==> src/rtl/dmem_pipe_if.sv <==
// rtl/dmem_pipe_if.sv - request/response bundle between the load/store unit and dmem_pipe
interface dmem_pipe_if #(
    parameter int N = 16,
    parameter int R = 8
);
    logic             req_valid;
    logic             req_ready;
    logic             req_write;
    logic [R-1:0]     addr;
    logic [N-1:0]     writedata;
    logic [N/8-1:0]   byte_en;
    logic             rsp_valid;
    logic [N-1:0]     readdata;
    logic             busy;
    logic             err;

    modport master (
        output req_valid, req_write, addr, writedata, byte_en,
        input  req_ready, rsp_valid, readdata, busy, err
    );

    modport slave (
        input  req_valid, req_write, addr, writedata, byte_en,
        output req_ready, rsp_valid, readdata, busy, err
    );
endinterface

==> src/rtl/dmem_pipe.sv <==
// rtl/dmem_pipe.sv - byte-enabled data memory with registered reads and range checking
// Optional post-reset zeroing sequencer enabled by macro DMEM_CLEAR_EN.
module dmem_pipe #(
    parameter int N     = 16,
    parameter int R     = 8,
    parameter int DEPTH = 2**R
) (
    input  logic       clk,
    input  logic       rst_n,
    dmem_pipe_if.slave bus
);
    localparam int           NB      = N / 8;
    localparam logic [R:0]   DEPTH_W = (R+1)'(DEPTH);

    logic [N-1:0] mem [DEPTH];

    logic         ready;
    logic         busy_o;
    logic         clr_we;
    logic [R-1:0] clr_addr;
    logic         accept;
    logic         in_range;

`ifdef DMEM_CLEAR_EN
    typedef enum logic {S_CLEAR, S_READY} state_t;

    localparam logic [R-1:0] CNT_LAST = R'(DEPTH - 1);

    state_t       state, state_next;
    logic [R-1:0] cnt, cnt_next;

    always_ff @(posedge clk or negedge rst_n) begin
        if (!rst_n) begin
            state <= S_CLEAR;
            cnt   <= '0;
        end else begin
            state <= state_next;
            cnt   <= cnt_next;
        end
    end

    always_comb begin
        state_next = state;
        cnt_next   = cnt;
        clr_we     = 1'b0;
        ready      = 1'b0;
        busy_o     = 1'b0;
        case (state)
            S_CLEAR: begin
                busy_o = 1'b1;
                clr_we = 1'b1;
                if (cnt == CNT_LAST) state_next = S_READY;
                else                 cnt_next   = cnt + R'(1);
            end
            S_READY: ready = 1'b1;
            default: state_next = S_CLEAR;
        endcase
    end

    assign clr_addr = cnt;
`else
    logic rdy_q;

    always_ff @(posedge clk or negedge rst_n) begin
        if (!rst_n) rdy_q <= 1'b0;
        else        rdy_q <= 1'b1;
    end

    assign ready    = rdy_q;
    assign busy_o   = 1'b0;
    assign clr_we   = 1'b0;
    assign clr_addr = '0;
`endif

    assign accept   = bus.req_valid && ready;
    // Compare one bit wider so DEPTH == 2**R never aliases through truncation.
    assign in_range = ({1'b0, bus.addr} < DEPTH_W);

    always_ff @(posedge clk) begin
        if (clr_we) begin
            mem[clr_addr] <= '0;
        end else if (accept && bus.req_write && in_range) begin
            for (int i = 0; i < NB; i++) begin
                if (bus.byte_en[i]) mem[bus.addr][8*i +: 8] <= bus.writedata[8*i +: 8];
            end
        end
    end

    always_ff @(posedge clk or negedge rst_n) begin
        if (!rst_n) begin
            bus.rsp_valid <= 1'b0;
            bus.readdata  <= '0;
            bus.err       <= 1'b0;
        end else begin
            bus.rsp_valid <= accept && !bus.req_write;
            bus.err       <= accept && !in_range;
            if (accept && !bus.req_write) bus.readdata <= in_range ? mem[bus.addr] : '0;
        end
    end

    assign bus.req_ready = ready;
    assign bus.busy      = busy_o;
endmodule

==> src/flat_wrapper.sv <==
// flat-port wrapper written by rule: the top's interface ports become plain ports
module dmem_pipe_flat 
#(
    parameter int N     = 16,
    parameter int R     = 8,
    parameter int DEPTH = 2**R
)
  (clk, rst_n, bus_req_valid, bus_req_write, bus_addr, bus_writedata, bus_byte_en, bus_req_ready, bus_rsp_valid, bus_readdata, bus_busy, bus_err);
  dmem_pipe_if #(.N(N), .R(R)) bus_i ();
  input  logic clk;
  input  logic rst_n;
  input wire logic [$bits(bus_i.req_valid)-1:0] bus_req_valid;
  input wire logic [$bits(bus_i.req_write)-1:0] bus_req_write;
  input wire logic [$bits(bus_i.addr)-1:0] bus_addr;
  input wire logic [$bits(bus_i.writedata)-1:0] bus_writedata;
  input wire logic [$bits(bus_i.byte_en)-1:0] bus_byte_en;
  output wire logic [$bits(bus_i.req_ready)-1:0] bus_req_ready;
  output wire logic [$bits(bus_i.rsp_valid)-1:0] bus_rsp_valid;
  output wire logic [$bits(bus_i.readdata)-1:0] bus_readdata;
  output wire logic [$bits(bus_i.busy)-1:0] bus_busy;
  output wire logic [$bits(bus_i.err)-1:0] bus_err;
  assign bus_i.req_valid = bus_req_valid;
  assign bus_i.req_write = bus_req_write;
  assign bus_i.addr = bus_addr;
  assign bus_i.writedata = bus_writedata;
  assign bus_i.byte_en = bus_byte_en;
  assign bus_req_ready = bus_i.req_ready;
  assign bus_rsp_valid = bus_i.rsp_valid;
  assign bus_readdata = bus_i.readdata;
  assign bus_busy = bus_i.busy;
  assign bus_err = bus_i.err;
  dmem_pipe #(.N(N), .R(R), .DEPTH(DEPTH)) u_core (.clk(clk), .rst_n(rst_n), .bus(bus_i));
endmodule
==> config.mk <==
export PLATFORM = sky130hd
export DESIGN_NAME = dmem_pipe_flat
export DESIGN_NICKNAME = d
export VERILOG_FILES = /design/src/rtl/dmem_pipe_if.sv /design/src/rtl/dmem_pipe.sv /design/src/flat_wrapper.sv
export SDC_FILE = /design/constraint.sdc
export NUM_CORES = 2
export LEC_CHECK = 0
export CORE_UTILIZATION = 58
export DETAILED_ROUTE_END_ITERATION = 6
export HOLD_SLACK_MARGIN = 0.1
export MAX_ROUTING_LAYER = met4
export PLACE_DENSITY = 0.73
export SYNTH_ARGS = -nofsm -noshare
export SYNTH_HDL_FRONTEND = slang
export SYNTH_SLANG_ARGS = --single-unit
==> constraint.sdc <==
create_clock -name clk -period 2.3 [get_ports clk]
set_input_delay 0.575 -clock clk [delete_from_list [all_inputs] [get_ports clk]]
set_output_delay 0.575 -clock clk [all_outputs]
set_load 0.03 [all_outputs]
# After elaboration in Yosys (flattened, before gate mapping)
# Memory sizes are Yosys's and may differ from the RTL's. A register that Yosys moved wholly into a read port is not among the register bits.
# Cells that the tools add are included.
[classes] n_reduce_logical=5 mux=6
[ops] cell="1-bit two-way mux" n=6
[ops] cell="1-bit logical AND" n=3
[ops] cell="1-bit zero test" n=2
[word_totals] output_inout_bits=20 elab_cells=14 regBits=2 mem_count=1 ramBits=4096
[mem_list] memory="u_core.mem" depth=256 width=16 read_ports=1 rd_clocked_by_memory_dff=1 wr=1 line="dmem_pipe.sv:15" source="logic [N-1:0] mem [DEPTH];"

# Depth between registers and ports, before layout
[depth] depth_word=4 ltp_mapped=13 depth_no_buf=7

# Least setup slack after synthesis
# OpenSTA, ideal clock, no wires.
[synth_path] path_kind="input-to-reg" start="input port bus_addr[0]" end="memory u_core.mem[130][0], enable pin" setup_slack_ps=-463 t_required_ps=1930 arrival_time_ps=2393 setup_time_ps=370 stages=9 cell_sequence="buf_6 buf_6 buf_4 nor2b_1 buf_2 buf_2 nand2_1 clkbuf_1 nor2_1"
[synth_rtl] element="from (decl)" line="flat_wrapper.sv:14" source="input wire logic [$bits(bus_i.addr)-1:0] bus_addr;"
[synth_rtl] element="to (decl)" line="dmem_pipe.sv:15"
# No word-level cell before the write port.

==> reports/qor.csv <==
stage;metric;value;unit
routing;post-route-drc-count;0;
floorplanning;start_util;0.584;
floorplanning;die_h;527;um
global_route;grt-ovfl-total;0;
pwr;p_switching;34.1;mW
yosys;async_flop_share;0.00438;
min_path;hp-start;bus_writedata[5];
timing;finalCriticalPeriod;2.42;ns
yosys;ys_seq_area_frac;0.772;
routing;wl_met2;223000;um
layout;layout.area.seq;123000;um^2
timing;fin_setup_tns;-0.439;ns
pwr;switching_share;0.217;
worst_setup_path;worst_path_largest_cell_delay;0.57;ns
routing;drt_iter0_drc;14278;
yosys;synth-main-ff-cell;edfxtp_1;
timing;worst_pin_slew;1.17;ns
timing;max-slew-margin-rel;0.215;
clocking;cts_buffers;398;
pwr;pwr_density_cell;807;nW/um^2
worst_setup_path;critPathLaunchType;input pin;
worst_setup_path;end_kind;flop;
yosys;ys_seq_elements;4114;
clocking;clk_latency;0.94;ns
timing;setup_viol;10;
worst_setup_path;critical_path_class;input pin to flop;
yosys;synth-edff-count;4096;
pwr;power.leakage;65.5;nW
pwr;power_frac_clock;0.410;
worst_setup_path;r2r_end;u_core.bus.readdata[3];
timing;skew;0.0641;ns
routing;wl_per_cell;35.1;um
status;violations;negative setup slack;
pwr;p_int;123;mW
worst_setup_path;critPathMostFrequentCell;buf_4;
place;preCtsSetupSlack;-1.41;ns
routing;wl_met1;165000;um
pwr;finalPower;157;mW
worst_setup_path;r2r_start;u_core.bus.req_ready;
clocking;cts_tree;done;
run;cap_violations;0;
routing;drt-vias-per-instance;6.75;
worst_setup_path;arrival;3.24;ns
worst_setup_path;cp_top_family;buffers and inverters;
layout;final_layout_size_suffix_gt1_frac;0.351;
global_route;antenna_found_initial;28;
routing;postRouteAntennaNets;0;
timing;post-route-period-util;1.05;
min_path;min_path_cells;1;
routing;top_layer;met4;
layout;fin_nets;9685;
timing;fin_ws;-0.116;ns
global_route;grt_pass1_wl;666000;um
place;hpwl;315000;um
yosys;syn_inst;7932;
yosys;synth.distinct_cells;77;
routing;drt_pass1_iterations;6;
global_route;grt_max_degree;95;
floorplanning;ios;50;
global_route;grt_usage;0.352;
worst_setup_path;r2r_slack;-0.02;ns
place;io_buffers;47;
layout;fillers;15699;
pwr;p_seq_frac;0.526;
routing;route.met3.wl;57700;um
timing;slew_violations;0;
worst_setup_path;worst_r2r_path_depth;10;
clocking;clock_sinks;4114;
routing;vias;91727;
floorplanning;rows;192;
worst_setup_path;worstPathRequired;3.13;ns
place;gp_congestion;0.946;
global_route;grt_pass1_vias;90895;
timing;rsz0062_at_grt;yes;
worst_setup_path;cp_num_buf_inv;8;
yosys;netlist_area;160000;um^2
floorplanning;die_x;527;um
clocking;cts_max_path_buffers;4;
clocking;root_buffer;clkbuf_16;
routing;wl;477000;um
worst_setup_path;crit_slowest_cell;nor2_1;
pwr;combPwrFrac;0.064;
layout;area_growth;21.6;%
layout;multi_input_area;35000;um^2
pwr;peakVddDrop;0.997;mV
clocking;h-tree-depth;5;
clocking;clkTransAtPathRegs;0.06;ns
timing;fmax;0.414;GHz
yosys;syn_avg_cell_area;20.2;um^2
worst_setup_path;crit_fanout;14;
timing;hold_viol_final;0;
yosys;yosys_warnings;0;
min_path;holdCritPathClass;input pin to flop;
worst_setup_path;crit_chain;buf_16, buf_6, inv_4, buf_4, buf_12, nor2_1, buf_4, a22oi_1, buf_4, a311oi_1, buf_4, a21oi_2, a31oi_1;
floorplanning;die-area;278000;um^2
floorplanning;core_area;274000;um^2
status;status;complete, but fails checks;
min_path;hold_end;u_core.mem[58][5];
[through the flow]
stage	std cells	cell area, um^2	hold slack [ns]	utilization
floorplan	7933	161000	0.279	-
global placement	12809	181000	0.751	0.660
detailed placement	12809	181000	0.760	0.660
CTS	13548	194000	0.121	0.708
global route	13580	194000	0.140	0.710
finish	13585	194000	0.152	0.710
[final cells by class]
| cell class | count | share of cell area |
|---|---|---|
| Multi-Input combinational cell | 3318 | 0.180 |
| Sequential cell | 4114 | 0.635 |
| Clock buffer | 496 | 0.0541 |
| Inverter | 2 | 0.0000515 |
| Antenna cell | 18 | 0.000232 |
| Timing Repair Buffer | 1821 | 0.0967 |
| Tap cell | 3589 | 0.0231 |
| Clock inverter | 227 | 0.0110 |
[repair_timing]
action	CTS	global route
setup endpoints to repair	34	39
pin swaps	8	13
hold buffers	6	0
gates resized for setup	158	47
cloned	2	5
setup buffers	10	16
endpoints found under the hold margin	104	0
[worst max path at each step]
stage                                 startpoint                       to  slack, ns  cells after the start
final                                bus_addr[0]  u_core.bus.readdata[13]      -0.12                     13
after global routing                 bus_addr[2]  u_core.bus.readdata[13]      -0.02                     11
after CTS                 u_core.bus.readdata[8]          bus_readdata[8]      -0.02                      1
after detailed placement             bus_addr[0]   u_core.bus.readdata[9]      -1.41                     12
after global placement               bus_addr[0]  u_core.bus.readdata[14]      -1.41                     12
after floorplan                      bus_addr[0]       u_core.mem[104][0]      -0.43                      9
[flip-flops by register name, indices dropped and copies added, names as in the netlist]
name                  count
u_core.mem             4096
u_core.bus.rsp_valid      1
u_core.bus.readdata      16
u_core.bus.req_ready      1
[cells in the final DEF, fill, tap and decap left out, drive strengths merged, types with 14 or more instances in the layout]
cell / count
a211oi: 35
a21oi: 102
a221oi: 53
a22oi: 263
buf: 1787
bufinv: 38
clkbuf: 516
clkinv: 168
dfrtp: 18
diode: 18
edfxtp: 4096
mux2: 78
mux2i: 681
mux4: 670
nand2: 192
nand2b: 14
nand3: 92
nand4: 50
nor2: 575
nor2b: 17
nor3: 23
nor4: 33
o21ai: 83
o221ai: 25
o22ai: 202
[logic make-up after synthesis]
| kind of cell | share of synthesized area |
|---|---|
| AOI/OAI and AO/OA | 0.0366 |
| buffers and inverters | 0.0201 |
| DFF | 0.772 |
| muxes | 0.143 |
| other | 0.0000470 |
| and+or+nand+nor | 0.0282 |
[routing by layer]
metal / vias up / GRT usage
met1: 47102 / 0.455
li1: 36294 / -
met5: - / -
met2: 7014 / 0.531
met4: 0 / 0.187
met3: 1317 / 0.0720
[power by group through the flow]
stage	Sequential (mW)	Clock (mW)	Combinational, mW
floorplan	84.2	0	3.92
CTS	82.6	64.6	9.79
detailed placement	84.2	0	9.43
finish	82.6	64.3	10.1
global placement	84.2	0	9.25
global route	82.5	67.3	10.2
[Yosys cell counts, drive strengths merged (12+ instances only)]
cell / instances / area share
a22oi: 263 / 0.012
a32oi: 12 / 0.00066
nand4: 50 / 0.0020
nand2: 192 / 0.0045
edfxtp: 4096 / 0.77
dfrtp: 18 / 0.0028
a211oi: 35 / 0.0016
nor2: 575 / 0.014
nor3: 23 / 0.00072
nand2b: 14 / 0.00055
o21ai: 83 / 0.0026
a31oi: 13 / 0.00051
mux2i: 681 / 0.043
nor4: 33 / 0.0013
nor2b: 17 / 0.00067
mux2: 78 / 0.0055
o221ai: 25 / 0.0014
o22ai: 202 / 0.0079
nand3: 92 / 0.0029
a221oi: 53 / 0.0031
a21oi: 102 / 0.0032
buf: 344 / 0.016
mux4: 670 / 0.095
clkbuf: 154 / 0.0037
Power figures use the tool's default switching activity.
